### config.mk
export PLATFORM = sky130hd
export DESIGN_NAME = d_cache_lite
export DESIGN_NICKNAME = d
export VERILOG_FILES = /design/src/rtl/mips_core_pkg.sv /design/src/rtl/d_cache_data_array.sv /design/src/rtl/d_cache_lite.sv
export SDC_FILE = /design/constraint.sdc
export NUM_CORES = 2
export LEC_CHECK = 0
export BUFFER_PORTS_ARGS = -buffer_cell sky130_fd_sc_hd__buf_4
export CORE_ASPECT_RATIO = 1.4
export CORE_MARGIN = 3
export CORE_UTILIZATION = 65
export DETAILED_ROUTE_END_ITERATION = 10
export PLACE_DENSITY = 0.84
export SLEW_MARGIN = 20
export SYNTH_ARGS = -nofsm -noshare
export SYNTH_HDL_FRONTEND = slang
export SYNTH_SLANG_ARGS = --single-unit
### constraint.sdc
create_clock -name clk -period 26.4 [get_ports clk]
set_input_delay 2.64 -clock clk [delete_from_list [all_inputs] [get_ports clk]]
set_output_delay 2.64 -clock clk [all_outputs]
set_load 0.05 [all_outputs]
### src/rtl/mips_core_pkg.sv
// Shared MIPS core types and widths used by the data cache.
package mips_core_pkg;
  localparam int unsigned DATA_WIDTH = 32;
  localparam int unsigned ADDR_WIDTH = 26;

  typedef enum logic {
    READ  = 1'b0,
    WRITE = 1'b1
  } mem_action_t;

  typedef enum logic [1:0] {
    IDLE,
    WRITEBACK,
    REFILL
  } d_cache_state_t;

  // Tag field is full address width so any INDEX/OFFSET split fits.
  typedef struct packed {
    logic                  valid;
    logic                  dirty;
    logic [ADDR_WIDTH-1:0] tag;
  } d_cache_tag_t;
endpackage

### src/rtl/d_cache_data_array.sv
// Word-addressable flop array: one combinational read port, one write port.
module d_cache_data_array #(
  parameter int unsigned AW = 6,
  parameter int unsigned DW = 32
) (
  input  logic          clk,
  input  logic [AW-1:0] raddr,
  output logic [DW-1:0] rdata,
  input  logic          we,
  input  logic [AW-1:0] waddr,
  input  logic [DW-1:0] wdata
);
  localparam int unsigned DEPTH = 32'd1 << AW;

  logic [DW-1:0] mem_q [DEPTH];

  always_ff @(posedge clk) begin
    if (we) mem_q[waddr] <= wdata;
  end

  assign rdata = mem_q[raddr];
endmodule

### src/rtl/d_cache_lite.sv
// Direct-mapped write-back write-allocate data cache with word-serial refill.
// Optional hit/miss counters when D_CACHE_STATS_EN is defined.
module d_cache_lite
  import mips_core_pkg::*;
#(
  parameter int unsigned INDEX_WIDTH  = 4,
  parameter int unsigned OFFSET_WIDTH = 2
) (
  input  logic                  clk,
  input  logic                  rst,
  input  logic                  i_in_valid,
  input  logic                  i_in_mem_action,
  input  logic [ADDR_WIDTH-1:0] i_in_addr,
  input  logic [ADDR_WIDTH-1:0] i_in_addr_next,
  input  logic [DATA_WIDTH-1:0] i_in_data,
  output logic                  out_valid,
  output logic [DATA_WIDTH-1:0] out_data,
  output logic                  mem_req,
  output logic                  mem_we,
  output logic [ADDR_WIDTH-1:0] mem_addr,
  output logic [DATA_WIDTH-1:0] mem_wdata,
  input  logic                  mem_ack,
  input  logic [DATA_WIDTH-1:0] mem_rdata
`ifdef D_CACHE_STATS_EN
  ,
  output logic [31:0]           hit_count,
  output logic [31:0]           miss_count
`endif
);
  localparam int unsigned LINE_SHIFT = INDEX_WIDTH + OFFSET_WIDTH;
  localparam int unsigned NUM_LINES  = 32'd1 << INDEX_WIDTH;

  d_cache_state_t          state_q, state_d;
  logic [OFFSET_WIDTH-1:0] cnt_q, cnt_d;
  d_cache_tag_t            tag_arr_q [NUM_LINES];

  logic [INDEX_WIDTH-1:0]  idx;
  logic [OFFSET_WIDTH-1:0] off;
  logic [ADDR_WIDTH-1:0]   req_tag;
  d_cache_tag_t            entry, tag_wentry;
  logic                    hit, tag_we;
  logic                    dwe;
  logic [LINE_SHIFT-1:0]   draddr, dwaddr;
  logic [DATA_WIDTH-1:0]   drdata, dwdata;
  logic                    unused_addr_next;

  assign unused_addr_next = ^i_in_addr_next;
  assign idx     = i_in_addr[LINE_SHIFT-1:OFFSET_WIDTH];
  assign off     = i_in_addr[OFFSET_WIDTH-1:0];
  assign req_tag = i_in_addr >> LINE_SHIFT;
  assign entry   = tag_arr_q[idx];
  assign hit     = entry.valid && (entry.tag == req_tag);

  d_cache_data_array #(.AW(LINE_SHIFT), .DW(DATA_WIDTH)) u_data (
    .clk  (clk),
    .raddr(draddr),
    .rdata(drdata),
    .we   (dwe),
    .waddr(dwaddr),
    .wdata(dwdata)
  );

  // Next-state, memory port and array write control.
  always_comb begin
    state_d    = state_q;
    cnt_d      = cnt_q;
    out_valid  = 1'b0;
    out_data   = '0;
    mem_req    = 1'b0;
    mem_we     = 1'b0;
    mem_addr   = '0;
    mem_wdata  = '0;
    draddr     = {idx, off};
    dwe        = 1'b0;
    dwaddr     = {idx, off};
    dwdata     = i_in_data;
    tag_we     = 1'b0;
    tag_wentry = entry;
    case (state_q)
      IDLE: begin
        if (i_in_valid) begin
          if (hit) begin
            out_valid = 1'b1;
            out_data  = drdata;
            if (mem_action_t'(i_in_mem_action) == WRITE) begin
              dwe              = 1'b1;
              tag_we           = 1'b1;
              tag_wentry.dirty = 1'b1;
            end
          end else begin
            state_d = (entry.valid && entry.dirty) ? WRITEBACK : REFILL;
            cnt_d   = '0;
          end
        end
      end
      WRITEBACK: begin
        draddr    = {idx, cnt_q};
        mem_req   = 1'b1;
        mem_we    = 1'b1;
        mem_addr  = (entry.tag << LINE_SHIFT) | ADDR_WIDTH'({idx, cnt_q});
        mem_wdata = drdata;
        if (mem_ack) begin
          cnt_d = cnt_q + OFFSET_WIDTH'(1);
          if (cnt_q == '1) state_d = REFILL;
        end
      end
      REFILL: begin
        mem_req  = 1'b1;
        mem_addr = {i_in_addr[ADDR_WIDTH-1:OFFSET_WIDTH], cnt_q};
        if (mem_ack) begin
          dwe    = 1'b1;
          dwaddr = {idx, cnt_q};
          dwdata = mem_rdata;
          cnt_d  = cnt_q + OFFSET_WIDTH'(1);
          if (cnt_q == '1) begin
            tag_we     = 1'b1;
            tag_wentry = '{valid: 1'b1, dirty: 1'b0, tag: req_tag};
            state_d    = IDLE;
          end
        end
      end
      default: state_d = IDLE;
    endcase
  end

  always_ff @(posedge clk or posedge rst) begin
    if (rst) begin
      state_q <= IDLE;
      cnt_q   <= '0;
      for (int unsigned i = 0; i < NUM_LINES; i++) tag_arr_q[i] <= '0;
    end else begin
      state_q <= state_d;
      cnt_q   <= cnt_d;
      if (tag_we) tag_arr_q[idx] <= tag_wentry;
    end
  end

`ifdef D_CACHE_STATS_EN
  logic [31:0] hit_count_q, hit_count_d, miss_count_q, miss_count_d;

  // Saturating hit/miss counters.
  always_comb begin
    hit_count_d  = hit_count_q;
    miss_count_d = miss_count_q;
    if (state_q == IDLE && i_in_valid && hit && hit_count_q != '1)
      hit_count_d = hit_count_q + 32'd1;
    if (state_q == IDLE && state_d != IDLE && miss_count_q != '1)
      miss_count_d = miss_count_q + 32'd1;
  end

  always_ff @(posedge clk or posedge rst) begin
    if (rst) begin
      hit_count_q  <= '0;
      miss_count_q <= '0;
    end else begin
      hit_count_q  <= hit_count_d;
      miss_count_q <= miss_count_d;
    end
  end

  assign hit_count  = hit_count_q;
  assign miss_count = miss_count_q;
`endif
endmodule

* After elaboration in Yosys (flattened, before gate mapping)
Memory sizes are Yosys's and may differ from the RTL's.
Index checks and enable logic that the tools add are counted.
** Operators by class
- Add/subtract/negate cells :: 1
- $mul :: 0
- Div/mod/pow operators :: 0
- Magnitude comparators :: 2
- Eq/ne operators :: 11
- Shifts and indexed selects :: 0
- Muxes and demuxes :: 51
- Bitwise gates (word level) :: 2
- Reduce and logical (&&, ||, !) cells :: 8
** Operators by type and width (number)
- $bwmux W448 :: 1
- $mux W32 :: 6
- $mux W28 :: 5
- $bmux W28 S4 :: 1
- $demux W28 S4 :: 1
- $pmux W26 S2 :: 1
- $eq A26 B20 Y1 :: 1
- $mux W2 :: 13
- $mux W26 :: 1
- $or A26 B6 Y26 :: 1
- $mux W1 :: 17
- $ne A2 B2 Y1 const B :: 6
- $pmux W1 S2 :: 3
- $pmux W2 S3 :: 1
- $reduce_and A6 Y1 :: 1
- $ge A5 B5 Y1 const B :: 1
- $lt A5 B1 Y1 const B :: 1
- $not A4 Y5 :: 1
- $eq A2 B2 Y1 const B :: 2
- $pmux W2 S2 :: 1
- $reduce_and A4 Y1 :: 1
- $logic_and A1 B1 Y1 :: 3
- $add A2 B1 Y2 const B :: 1
- $eq A2 B1 Y1 const B :: 1
- other kinds (4) :: 4
** Word-level totals
- Register bits after elaboration :: 452
- Bits in latches :: 0
- Bits in writable memories :: 2048
- ROM bits :: 0
- Input port bits :: 121
- Output and inout bits :: 93
- Word-level logic and storage cells :: 126
- Memories kept :: 1
** Memories
- u_data.mem_q :: depth 64, bits a word 32, rd ports 1, clocked after Yosys merged registers in 0, wr ports 1, line d_cache_data_array.sv:15 : logic [DW-1:0] mem_q [DEPTH];

* Logic depth before layout (Yosys ltp)
- Word-level depth :: 11
- Depth in mapped cells :: 16
- Mapped depth without buffers :: 10

* Cells and area by module
A second synthesis with hierarchy kept.
** Second synthesis, totals
- Cells, all modules :: 6486
- Area total of the unflattened synthesis :: 107276.6 sq um
** Modules (own cells, without submodules)
- d_cache_data_array :: instances 1, cells an instance 3292, area each 77874.7 sq um, seq. area each 61499.0 sq um
- d_cache_lite :: instances 1, cells an instance 3194, area each 29401.9 sq um, seq. area each 11310.8 sq um

* Worst setup path after synthesis
OpenSTA, ideal clock, no wires.
- Path kind :: input port to output port
- From :: input port i_in_addr[3]
- To :: output port out_data[21]
- Arrival time :: 6.657 ns
- Required time :: 23.760 ns
- Setup slack :: 17.103 ns
- Stages on the path :: 13
- Path buffers :: 9
- Cells stage by stage :: buf_2 buf_2 buf_2 buf_2 clkbuf_1 buf_1 buf_2 buf_2 buf_2 o21ai_0 o21ai_0 a21oi_1 nor4_1
** Between the ends
- Word-level cells in the longest chain between the ends :: 9
- Elaborated cells between the ends (all ways) :: 10
- Classes of those cells :: eq/ne (1); mux (6); bitwise (1); reduce/logical (1); memory (1)
** RTL lines
- start: declaration :: line d_cache_lite.sv:13 : input logic [ADDR_WIDTH-1:0] i_in_addr,
- $not A4 Y5 (implied by the code) :: line d_cache_lite.sv:51 : assign entry = tag_arr_q[idx];
- $bmux W28 S4 :: line d_cache_lite.sv:51
- $mux W28 (implied by the code) (2 in series) :: line d_cache_lite.sv:51
- $eq A26 B20 Y1 :: line d_cache_lite.sv:52 : assign hit = entry.valid && (entry.tag == req_tag);
- $logic_and A1 B1 Y1 :: line d_cache_lite.sv:52
- $mux W32 (*) :: line d_cache_lite.sv:82 : if (hit) begin
- $mux W32 (*) :: line d_cache_lite.sv:81 : if (i_in_valid) begin
- $mux W32 (*) :: line d_cache_lite.sv:79 : case (state_q)
- end: declaration :: line d_cache_lite.sv:17 : output logic [DATA_WIDTH-1:0] out_data,
Mark *: on every way between the ends. The rest lies on a longest branch, timed or not. The select of a mux whose other input is x is not followed.

* Final worst setup path
- From :: input port i_in_addr[0]
- To :: output port out_data[16]
** Between the ends
- Word-level cells in the longest chain between the ends :: 5
** RTL lines (line)
- $mux W2 :: d_cache_lite.sv:79
- $mem_v2 Z64 W32
- $mux W32 :: d_cache_lite.sv:82
- $mux W32 :: d_cache_lite.sv:81
- $mux W32 :: d_cache_lite.sv:79
Every way passes these cells.

==> impl_metrics.tcl <==
set metrics [dict create \
    status "completed" \
    cts_tree "done" \
    yosys.area.top_type_share_pct 61.59 \
    fillers 7785 \
    synth_fp_nets 5027 \
    clkPwrFrac_pct 36.9 \
    syn_inst 4902 \
    worst_pin_slew_ns 1.207 \
    cp.required_ns 23.76 \
    relSlewSlack_pct 17.21 \
    die_w_um 337.3 \
    first_pass_iters 9 \
    wirelength_um 300900 \
    grt_pass1_vias 56480 \
    max-clock-path-buffers 3 \
    mostFrequentLayoutCells "edfxtp_1 (2,048), mux4_2 (692), dfrtp_1 (452), buf_4 (312), mux2_1 (231)" \
    cp-endpoint "out_data[16]" \
    first_iter_violations 9115 \
    num_rows 169 \
    floorplan.initialDensity_pct 65.68 \
    antenna_left 0 \
    grt_start_max_net_pins 169 \
    multiInputGateArea_sq_um 26170 \
    final_nets 5259 \
    cts_root_buf "clkbuf_16" \
    p_comb_share_pct 10.0 \
    cts_resized 0 \
    ys_warn_count 0 \
    ys_types 71 \
    drc 0 \
    tns_ns 0 \
    path_class "primary input to output port" \
    timing.fmax_mhz 92.73 \
    via_count 55550 \
    grt-ovfl-total 0 \
    cts_inserted_buffers 212 \
    gp_congestion 0.8683 \
    holdBufCountCts 0 \
    period_minus_slack_ns 10.78 \
    grt_pass1_wl_um 421700 \
    hold_path_class "flop to flop" \
    path_clk_slew_ns 0.06 \
    htreeDepth 4 \
    reg2regPathDepth 11 \
    synth_top_cells_by_area "edfxtp_1 (62%), mux4_2 (16%), dfrtp_1 (11%)" \
    die_y_um 469.8 \
    r2r-start "tag_arr_q[6]$_DFFE_PP0P_" \
    p_leak_nw 39.08 \
    endpoint_kind "output port" \
    ir_drop_v 0.0001212 \
    seq_area_sq_um 72810 \
    grt_usage_pct 38.45 \
    arrival_ns 8.14 \
    wl_per_cell_um 41.30 \
    core_area_sq_um 152000 \
    p_sw_mw 2.161 \
    numPortBuffers 187 \
    yosys.area.top_type "edfxtp_1" \
    postPlaceCellArea_sq_um 104100 \
    crit_start "i_in_addr[0]" \
    rsz0062_at_grt "no" \
    power_density_nw_per_um2 77.85 \
    syn2layout_area_growth_pct 11.36 \
    finalSetupViolCount 0 \
    netlist_area_sq_um 99860 \
    drv_slew 0 \
    drv_cap 0 \
    r2r-end "u_data.mem_q[25][13]$_DFFE_PP_" \
    ys.flop_type "edfxtp_1" \
    vias_per_cell 7.625 \
    p_seq_share_pct 53.1 \
    antenna_found_initial 11 \
    final_common_cell "edfxtp_1" \
    period_share_pct 40.85 \
    syn_avg_cell_area_sq_um 20.37 \
    design_area_sq_um 111200 \
    cts_sinks 2500 \
    fin_skew_ns 0.06092 \
    synth_seq_area_share_pct 72.91 \
    ys_seq_elements 2500 \
    dieArea_sq_um 158400 \
    async_flop_share_pct 18.08 \
    finalHoldViolCount 0 \
    swShare_pct 24.96 \
    dp_hpwl_um 149600 \
    worstPathMaxFanout 48 \
    reg2reg_slack_ns 20.53 \
    drive_gt1_share_pct 29.53 \
    ioPinCount 214 \
    p_int_mw 6.496 \
    synth_edf_count 2048 \
    clk_latency_ns 0.89 \
    crit_path_start_kind "primary input" \
    post_cts_buffers 0 \
]
sequential cells by signal, summed over array words and instances, names as in the netlist:
| register | count |
|---|---|
| u_data.mem_q | 2048 |
| tag_arr_q | 448 |
| cnt_q | 2 |
| state_q | 2 |
stage by stage:
stage | setup slack [ns] | hold slack, ns | power, mW | utilization, % | std cells
floorplan | 11.16 | 0.4278 | 5.160 | - | 4902
global placement | 15.82 | 0.4413 | 5.439 | 68.47 | 6885
detailed placement | 15.77 | 0.4456 | 5.498 | 68.48 | 6885
CTS | 15.75 | 0.4619 | 8.623 | 73.03 | 7275
global route | 15.32 | 0.4803 | 8.834 | 73.13 | 7279
finish | 15.62 | 0.4625 | 8.657 | 73.14 | 7285
cell usage after synthesis (all sizes together) (2+ instances only):
cell type	count
a22oi	64
buf	145
o221ai	4
o21ai	22
nor2b	63
dfrtp	452
a31oi	3
a2111oi	5
o2111a	2
nand2	208
and4	6
nor4	15
xor2	20
nand2b	9
xnor2	10
a221oi	4
nor2	167
ha	4
or4	4
nand4	16
a21o	3
o32ai	2
o211ai	7
o22ai	58
nor4bb	2
a311o	2
o21ba	11
mux4	692
mux2i	86
mux2	329
nor3	21
or2	19
clkbuf	160
and3	5
edfxtp	2048
a211oi	5
nand3	17
and2	50
a21oi	66
nor4b	2
o21a	6
inv	70
routing by layer:
metal  vias to the layer above  share of wire, %  GRT usage (%)
met5                         -             0.018         0.1850
met2                      5502                48          59.88
li1                      20290                 -              -
met3                      1286                12          10.40
met4                         8               8.7          27.45
met1                     28470                31          46.97
worst max-delay path, cell delays in order:
cell,delay (ns)
buf_4,0.14
mux2i_4,0.13
buf_4,0.67
buf_4,0.88
buf_4,0.88
mux4_2,0.38
mux2i_1,0.08
nand2_1,0.10
o21ai_0,0.11
o21ai_0,0.75
o221ai_1,0.67
nor3_1,0.36
buf_4,0.26
power groups by stage:
stage          combinational, mW  clock (mW)  sequential [mW]
2_1_floorplan              0.491           0             4.67
3_3_place_gp               0.766           0             4.67
3_5_place_dp               0.815           0             4.68
4_1_cts                    0.831        3.19             4.60
5_1_grt                    0.902        3.33             4.60
6_report                   0.868        3.19             4.60
cells by family after synthesis:
group,share of synthesized area (%)
DFF,72.91
buffers and inverters,1.685
and+or+nand+nor,2.889
muxes,20.18
xor gates and xnor gates,0.2631
adders and majority gates,0.05012
AOI/OAI and AO/OA,2.021
worst min path at each step:
stage / start / endpoint / cells past startpoint / slack (ns)
6_report: tag_arr_q[167]$_DFFE_PP0P_ / tag_arr_q[167]$_DFFE_PP0P_ / 1 / 0.46
5_1_grt: tag_arr_q[223]$_DFFE_PP0P_ / tag_arr_q[223]$_DFFE_PP0P_ / 1 / 0.48
4_1_cts: tag_arr_q[391]$_DFFE_PP0P_ / tag_arr_q[391]$_DFFE_PP0P_ / 1 / 0.46
3_5_place_dp: tag_arr_q[391]$_DFFE_PP0P_ / tag_arr_q[391]$_DFFE_PP0P_ / 1 / 0.45
3_3_place_gp: tag_arr_q[139]$_DFFE_PP0P_ / tag_arr_q[139]$_DFFE_PP0P_ / 1 / 0.44
2_1_floorplan: tag_arr_q[167]$_DFFE_PP0P_ / tag_arr_q[167]$_DFFE_PP0P_ / 1 / 0.43
area by class of cell:
type	instances	area share, %
inverter	71	0.2464
timing repair buffer	323	2.294
sequential	2500	65.47
antenna	9	0.02025
clock buffer	256	5.018
tap	1966	2.212
clock inverter	134	1.205
multi-input combinational	2026	23.53
Power figures use the tool's default switching activity.
